--- config.mk ---
export PLATFORM = sky130hd
export DESIGN_NAME = dfi_init_seq
export DESIGN_NICKNAME = d
export VERILOG_FILES = /design/src/rtl/dfi_init_seq_pkg.sv /design/src/rtl/prim_flop_2sync.sv /design/src/rtl/dfi_init_seq.sv
export SDC_FILE = /design/constraint.sdc
export NUM_CORES = 1
export LEC_CHECK = 0
export BUFFER_PORTS_ARGS = -buffer_cell sky130_fd_sc_hd__buf_2
export CORE_ASPECT_RATIO = 1.2
export CORE_MARGIN = 5
export CORE_UTILIZATION = 57
export CTS_CLUSTER_SIZE = 10
export DETAILED_ROUTE_END_ITERATION = 8
export PLACE_DENSITY_LB_ADDON = 0.1
export SETUP_SLACK_MARGIN = 0.2
export SLEW_MARGIN = 20
export SYNTH_ARGS = -nofsm -noshare
export SYNTH_HDL_FRONTEND = slang
export SYNTH_HIERARCHICAL = 1
export SYNTH_SLANG_ARGS = --single-unit
--- constraint.sdc ---
create_clock -name clk_i -period 3.9 [get_ports clk_i]
set_input_delay 0.39 -clock clk_i [delete_from_list [all_inputs] [get_ports clk_i]]
set_output_delay 0.39 -clock clk_i [all_outputs]
set_load 0.03 [all_outputs]
--- src/rtl/dfi_init_seq_pkg.sv ---
// Shared types and defaults for the DFI init handshake sequencer.
package dfi_init_seq_pkg;

  localparam int unsigned DefCntW     = 16;
  localparam int unsigned DefInitCntW = 8;

  // Encodings are visible to software through state_o.
  typedef enum logic [2:0] {
    StIdle    = 3'd0,
    StWaitRdy = 3'd1,
    StDelay   = 3'd2,
    StDone    = 3'd3,
    StErr     = 3'd4
  } state_e;

endpackage

--- src/rtl/prim_flop_2sync.sv ---
// Generic two-flop synchronizer with a programmable reset value.
module prim_flop_2sync #(
  parameter int unsigned      Width      = 1,
  parameter logic [Width-1:0] ResetValue = '0
) (
  input  logic             clk_i,
  input  logic             rst_ni,
  input  logic [Width-1:0] d_i,
  output logic [Width-1:0] q_o
);

  logic [Width-1:0] meta_q;

  // Two back-to-back stages to settle metastability.
  always_ff @(posedge clk_i or negedge rst_ni) begin
    if (!rst_ni) begin
      meta_q <= ResetValue;
      q_o    <= ResetValue;
    end else begin
      meta_q <= d_i;
      q_o    <= meta_q;
    end
  end

endmodule

--- src/rtl/dfi_init_seq.sv ---
// DFI initialization handshake sequencer: waits for readiness, applies a
// settle delay, raises done, and flags a timeout if readiness never comes.
// Build option: define DFI_INIT_SEQ_SYNC_EN to pass dfi_init_start_i and
// phy_ready_i through 2-flop synchronizers (adds 2 edges of latency).
module dfi_init_seq
  import dfi_init_seq_pkg::*;
#(
  parameter int unsigned CntW     = DefCntW,
  parameter int unsigned InitCntW = DefInitCntW
) (
  input  logic                clk_i,
  input  logic                rst_ni,
  input  logic                dfi_init_start_i,
  output logic                dfi_init_done_o,
  input  logic                phy_ready_i,
  input  logic                sw_mode_i,
  input  logic                sw_done_i,
  input  logic [CntW-1:0]     cfg_delay_i,
  input  logic [CntW-1:0]     cfg_timeout_i,
  input  logic                clr_i,
  output logic                busy_o,
  output logic                timeout_o,
  output logic [2:0]          state_o,
  output logic [InitCntW-1:0] init_cnt_o
);

  logic start;
  logic phy_rdy;
  logic rdy;

`ifdef DFI_INIT_SEQ_SYNC_EN
  prim_flop_2sync #(
    .Width      (2),
    .ResetValue (2'b00)
  ) u_sync (
    .clk_i  (clk_i),
    .rst_ni (rst_ni),
    .d_i    ({dfi_init_start_i, phy_ready_i}),
    .q_o    ({start, phy_rdy})
  );
`else
  assign start   = dfi_init_start_i;
  assign phy_rdy = phy_ready_i;
`endif

  assign rdy = sw_mode_i ? sw_done_i : phy_rdy;

  state_e              state_q, state_d;
  logic [CntW-1:0]     tmo_cnt_q, tmo_cnt_d;
  logic [CntW-1:0]     dly_cnt_q, dly_cnt_d;
  logic                timeout_q, timeout_d;
  logic [InitCntW-1:0] init_cnt_q, init_cnt_d;

  // State and counter registers.
  always_ff @(posedge clk_i or negedge rst_ni) begin
    if (!rst_ni) begin
      state_q    <= StIdle;
      tmo_cnt_q  <= '0;
      dly_cnt_q  <= '0;
      timeout_q  <= 1'b0;
      init_cnt_q <= '0;
    end else begin
      state_q    <= state_d;
      tmo_cnt_q  <= tmo_cnt_d;
      dly_cnt_q  <= dly_cnt_d;
      timeout_q  <= timeout_d;
      init_cnt_q <= init_cnt_d;
    end
  end

  // Next-state, counter loads/decrements and sticky flag updates.
  always_comb begin
    state_d    = state_q;
    tmo_cnt_d  = tmo_cnt_q;
    dly_cnt_d  = dly_cnt_q;
    timeout_d  = timeout_q;
    init_cnt_d = init_cnt_q;

    unique case (state_q)
      StIdle: begin
        if (start) begin
          state_d   = StWaitRdy;
          tmo_cnt_d = cfg_timeout_i;
        end
      end

      StWaitRdy: begin
        if (!start) begin
          state_d = StIdle;
        end else if (rdy && (cfg_delay_i == '0)) begin
          state_d = StDone;
        end else if (rdy) begin
          state_d   = StDelay;
          dly_cnt_d = cfg_delay_i - CntW'(1);
        end else if (tmo_cnt_q == CntW'(1)) begin
          // A disabled timeout loads 0 and never reaches 1, so the loaded
          // count alone decides; mid-wait edits of cfg_timeout_i are ignored.
          state_d   = StErr;
          timeout_d = 1'b1;
        end else if (tmo_cnt_q != '0) begin
          tmo_cnt_d = tmo_cnt_q - CntW'(1);
        end
      end

      StDelay: begin
        if (!start) begin
          state_d = StIdle;
        end else if (dly_cnt_q == '0) begin
          state_d = StDone;
        end else begin
          dly_cnt_d = dly_cnt_q - CntW'(1);
        end
      end

      StDone: begin
        if (!start) begin
          state_d = StIdle;
          if (init_cnt_q != '1) begin
            init_cnt_d = init_cnt_q + InitCntW'(1);
          end
        end
      end

      StErr: begin
        if (clr_i) begin
          state_d   = StIdle;
          timeout_d = 1'b0;
        end
      end

      default: begin
        state_d = StIdle;
      end
    endcase
  end

  assign dfi_init_done_o = (state_q == StDone);
  assign busy_o          = (state_q == StWaitRdy) || (state_q == StDelay);
  assign timeout_o       = timeout_q;
  assign state_o         = state_q;
  assign init_cnt_o      = init_cnt_q;

endmodule

; Word-level counts from Yosys, hierarchy flattened
; Cells that the tools add are included.
[totals]
word_cells = 74
ff_bits = 44
inputBits = 39
output_inout_bits = 14
[op_classes]
bitwise = 1
muxes = 30
eq_ne = 20
n_reduce_logical = 14
add_sub_neg = 4
[op_table]
columns = op, count
row1 = $mux W16, 11
row2 = $pmux W16 S2, 2
row3 = $sub A16 B1 Y16 const B, 3
row4 = $logic_not A16 Y1, 2
row5 = $mux W3, 9
row6 = $ne A2 B2 Y1 const B, 12
row7 = $eq A16 B1 Y1 const B, 1
row8 = $reduce_bool A16 Y1, 1
row9 = $pmux W3 S5, 1
row10 = $reduce_and A6 Y1, 2
row11 = $add A8 B1 Y8 const B, 1
row12 = $ne A8 B8 Y1 const B, 1
row13 = $reduce_and A7 Y1, 1
row14 = $eq A3 B2 Y1 const B, 2
row15 = $mux W1, 6
row16 = $reduce_bool A2 Y1, 3
row17 = $ne A5 B5 Y1 const B, 1
row18 = $reduce_and A5 Y1, 1
row19 = $eq A3 B1 Y1 const B, 1
row20 = $eq A3 B3 Y1 const B, 1
row21 = $logic_not A3 Y1, 1
row22 = $ne A3 B3 Y1 const B, 1
row23 = $reduce_and A3 Y1, 1
row24 = $pmux W1 S2, 1
row25 = 3 further kinds, 3

; Logic depth before layout (Yosys ltp)
[depth]
depth_word = 7
depth_mapped = 12
depth_no_buf = 8

; Worst setup path after synthesis
; No wires, ideal clock.
[synth_path]
path_kind = flip-flop to flip-flop
from = register state_q[1] (netlist: state_o[1])
to = register dly_cnt_q[12]
period_less_slack_ns = 3.403
t_required_ns = 3.766
stages_incl_launch_ff = 12
arrival_time_ns = 3.268
slack_ns = 0.497
cell_sequence = dfrtp_1 > clkbuf_1 > nor3b_1 > clkbuf_1 > buf_1 > mux2i_1 > ha_1 > clkbuf_1 > o21ai_1 > o21bai_1 > a2111oi_0 > nor3_1
[synth_between]
elab_chain_cells = 3
[synth_lines]
columns = item, line
row1 = from (decl), dfi_init_seq.sv:48  ; state_e state_q, state_d;
row2 = from (signal assigned), dfi_init_seq.sv:57  ; state_q <= StIdle;
row3 = from (signal assigned), dfi_init_seq.sv:63  ; state_q <= state_d;
row4 = $eq A3 B2 Y1 or $eq A3 B1 Y1 (tied branches), dfi_init_seq.sv:79  ; unique case (state_q)
row5 = $ne A2 B2 Y1 (no source line) or $reduce_bool A2 Y1 (tied branches), -
row6 = $reduce_and A6 Y1 (no source line), -
row7 = to (signal assigned), dfi_init_seq.sv:65  ; dly_cnt_q <= dly_cnt_d;
row8 = to (decl), dfi_init_seq.sv:50  ; logic [CntW-1:0] dly_cnt_q, dly_cnt_d;
; Several ways; a longest one is shown, not always the timed one.
; A chain may end at the register's enable or synchronous reset.

; Final worst setup path
; Same ends and word-level chain as after synthesis.

==> results_tabular.tex <==
\begin{tabular}{lr}
\hline
Metric & Value \\
\hline
\multicolumn{2}{l}{\textbf{Logic synthesis}} \\
Most instantiated flip-flop cell in the synthesis netlist & dfrtp\_1 \\
Synthesis Warnings & 6 \\
Post-synthesis area per instance & 8.19 sq um \\
Count of mapped cells out of synthesis & 379 \\
Mapped Area & 3110 sq um \\
Library cells used by synthesis & 62 \\
Number of storage elements in the synthesis netlist & 44 \\
Share of synthesized registers carrying an async set or reset & 100\% \\
Net count after synthesis & 423 \\
Count of flip-flops with a built-in enable after synthesis & 0 \\
Fraction of the yosys area taken by sequential cells & 35.5\% \\
\multicolumn{2}{l}{\textbf{Clock network}} \\
Number of resized instances in the post-cts repair step & 0 \\
Deepest clock path buffer count & 2 \\
Number of buffers created by CTS & 5 \\
Count of H-tree levels built during CTS & 2 \\
TritonCTS clock tree & yes \\
Count of buffers added by post-CTS timing repair for setup & 0 \\
Quantity of hold-fixing buffers added after cts & 0 \\
Clock transition time at the flip-flop clock pins of the worst setup and hold paths & 0.10 ns \\
Total number of clock tree sinks & 44 \\
Root buffer cell & clkbuf\_8 \\
Clock latency on the worst-skew pair & 0.30 ns \\
\multicolumn{2}{l}{\textbf{Placed design}} \\
Placement Setup Slack & 0.949 ns \\
Port Buffer Count & 52 \\
Dpl hpwl & 5.81 mm \\
Global placer's final weighted congestion & 0.927 \\
Placed Instances & 474 \\
\multicolumn{2}{l}{\textbf{Finish}} \\
Number of nets in the final layout & 463 \\
Layout-stage area growth over the synthesis result & 12.3\% \\
Most common library cell in the layout ignoring fill and taps & buf\_2 \\
Core Util, Final & 65.8\% \\
\# diodes & 0 \\
Final cell count without fillers & 482 \\
Ratio of cells with drive above 1 in the final layout & 20.0\% \\
Top library cells by usage in the layout, fill and taps aside & buf\_2, dfrtp\_1, nor2\_1 \\
Number of fill cells & 467 \\
\multicolumn{2}{l}{\textbf{Setup path}} \\
Reg2reg path depth & 8 \\
Category of cells accounting for the largest share of critical-path delay & compound AO/OA/AOI/OAI gates \\
CP cell instances & nor3b\_2, buf\_4, mux2i\_1, ha\_1, o21ai\_1, o21bai\_1, a2111oi\_0, nor3\_1 \\
Origin of the critical flop-to-flop path & state\_o[1] \\
Setup CP Type & reg -> reg \\
Count of buffering cells on the critical path with inverters included & 1 \\
Internal reg-to-reg setup slack & 1.0 ns \\
Worst Setup End Kind & register \\
Terminus of the critical flop-to-flop path & dly\_cnt\_q[12] \\
Slowest cell on the critical path & dfrtp\_1 \\
Critical path fanouts, max & 12 \\
CP peak stage delay & 0.57 ns \\
Arrival time at the worst endpoint & 3.07 ns \\
Required time of the critical path & 4.06 ns \\
Category of the worst setup path launch point & register \\
\multicolumn{2}{l}{\textbf{STA}} \\
Slew HR & 40.7\% \\
Setup Skew & 0.0146 ns \\
Setup Total Neg Slack & 0 ns \\
Fin Hold WS & 0.0716 ns \\
Worst Setup Slack, final & 0.995 ns \\
Final slew viol count & 0 \\
Final number of hold-violating endpoints & 0 \\
Worst slew pin tran & 0.889 ns \\
F\_max & 344 MHz \\
Number of setup violations in the final report & 0 \\
Fin crit share & 74.5\% \\
RSZ-0062 raised after global routing & false \\
Crit path time final & 2.90 ns \\
\multicolumn{2}{l}{\textbf{Floorplan}} \\
Die ar. & 7030 sq um \\
Chip Width & 77.4 um \\
Core area & 5300 sq um \\
I/O pin cnt & 53 \\
Effective utilization at floorplan & 58.6\% \\
Number of placement rows & 29 \\
Vertical extent of the die & 90.9 um \\
\multicolumn{2}{l}{\textbf{Routing}} \\
Residual DRC & 0 \\
DRC violation total after the first TritonRoute iteration & 209 \\
Remaining antenna violation count after routing & 0 \\
Total detailed-routing wirelength & 8.04 mm \\
Number of detailed-route iterations in the first pass & 4 \\
Via-per-instance ratio & 6.28 \\
Number of vias in the routed layout & 3,029 \\
Routed wirelength normalized by instance count & 16.7 um \\
\multicolumn{2}{l}{\textbf{Flow run}} \\
Reported max-cap violation count & 0 \\
\multicolumn{2}{l}{\textbf{Power}} \\
Worst IR drop on VDD & 0.395 mV \\
Power density of the placed cells & 615 nW/um\^{}2 \\
Static Leakage & 1.42 nW \\
\multicolumn{2}{l}{\textbf{GRT}} \\
Initial antenna violation count & 0 \\
Largest net degree at the start of global routing & 45 \\
Global-route usage over all layers & 23.1\% \\
Grt total ovfl & 0 \\
Vias in the first global route & 2,909 \\
Wire length of the first global-routing pass & 13.7 mm \\
\multicolumn{2}{l}{\textbf{Min path}} \\
Worst hold-check path type & in -> async \\
\multicolumn{2}{l}{\textbf{Status}} \\
Status & complete, no violations \\
\hline
\end{tabular}
worst reg2reg max path, cell delays in order, from the launching register on:
cell and delay (ns):
dfrtp_1 0.57, nor3b_2 0.23, buf_4 0.19, mux2i_1 0.26, ha_1 0.41, o21ai_1 0.32
o21bai_1 0.27, a2111oi_0 0.46, nor3_1 0.08
worst max-delay path by stage:
stage / from / depth (start not counted) / to / slack [ns]
floorplan: state_o[1] / 11 / dly_cnt_q[12] / 0.50
global placement: cfg_delay_i[6] / 7 / dly_cnt_q[14] / 1.01
detailed placement: cfg_delay_i[6] / 7 / dly_cnt_q[14] / 0.95
CTS: state_o[1] / 8 / dly_cnt_q[12] / 1.05
global route: state_o[1] / 8 / dly_cnt_q[12] / 0.76
finish: state_o[1] / 8 / dly_cnt_q[12] / 1.0
per-stage QoR:
stage                     area [sq um]  power (mW)
after detailed placement          3360        1.77
after CTS                         3480        2.15
after global placement            3360        1.74
after global routing              3490        2.33
after floorplan                   3110        1.52
final                             3490        2.14
final cells by class:
type / count / area (sq um) / area share, %
Inverter: 7 / 26.3 / 0.753
Timing Repair Buffer: 58 / 308 / 8.83
Multi-Input combinational cell: 303 / 1850 / 53.1
Sequential cell: 44 / 1100 / 31.6
Tap cell: 62 / 77.6 / 2.22
Clock buffer: 6 / 82.6 / 2.37
Clock inverter: 2 / 38.8 / 1.11
synth_stat cells, types with 5 or more instances:
master	number	area, sq um
mux2i_1	6	60.1
clkbuf_1	15	56.3
xnor2_1	5	43.8
nor2_1	42	158
nand2b_1	6	37.5
nor4_1	11	68.8
o22ai_1	5	31.3
buf_2	5	25.0
nand2_1	27	101
nand3_1	6	30.0
or4_4	5	56.3
dfrtp_1	44	1100
a21oi_1	40	200
nor3_1	28	140
or3_1	6	37.5
inv_1	7	26.3
ha_1	5	62.6
o21ai_0	35	175
layer usage:
| layer | vias up | GRT usage [%] | share of wire [%] |
|---|---|---|---|
| li1 | 1498 | - | - |
| met2 | 85 | 41.0 | 51 |
| met5 | - | 0 | 0 |
| met3 | 12 | 3.69 | 5.2 |
| met4 | 0 | 6.16 | 1.8 |
| met1 | 1434 | 28.6 | 42 |
cells by family (layout without fill, tap and decap cells):
family	count (synthesis)	in the layout	synth area share, %
and+or+nand+nor	155	155	26.1
AOI/OAI and AO/OA	127	127	26.4
DFF	44	44	35.5
buffers and inverters	32	73	5.04
xor gates and xnor gates	8	8	2.26
muxes	8	8	2.66
adders and majority gates	5	5	2.01
state kept, by name (all words and copies together) (netlist names):
name,flops
state_o,3
init_cnt_o,8
timeout_o,1
dly_cnt_q,16
tmo_cnt_q,16
report_power, final:
group / total (mW) / internal (mW) / switching, mW
clock: 0.374 / 0.210 / 0.165
sequential: 0.866 / 0.637 / 0.229
combinational: 0.903 / 0.348 / 0.556
total: 2.14 / 1.19 / 0.949
Note: power is estimated with default switching activity, not from simulation.
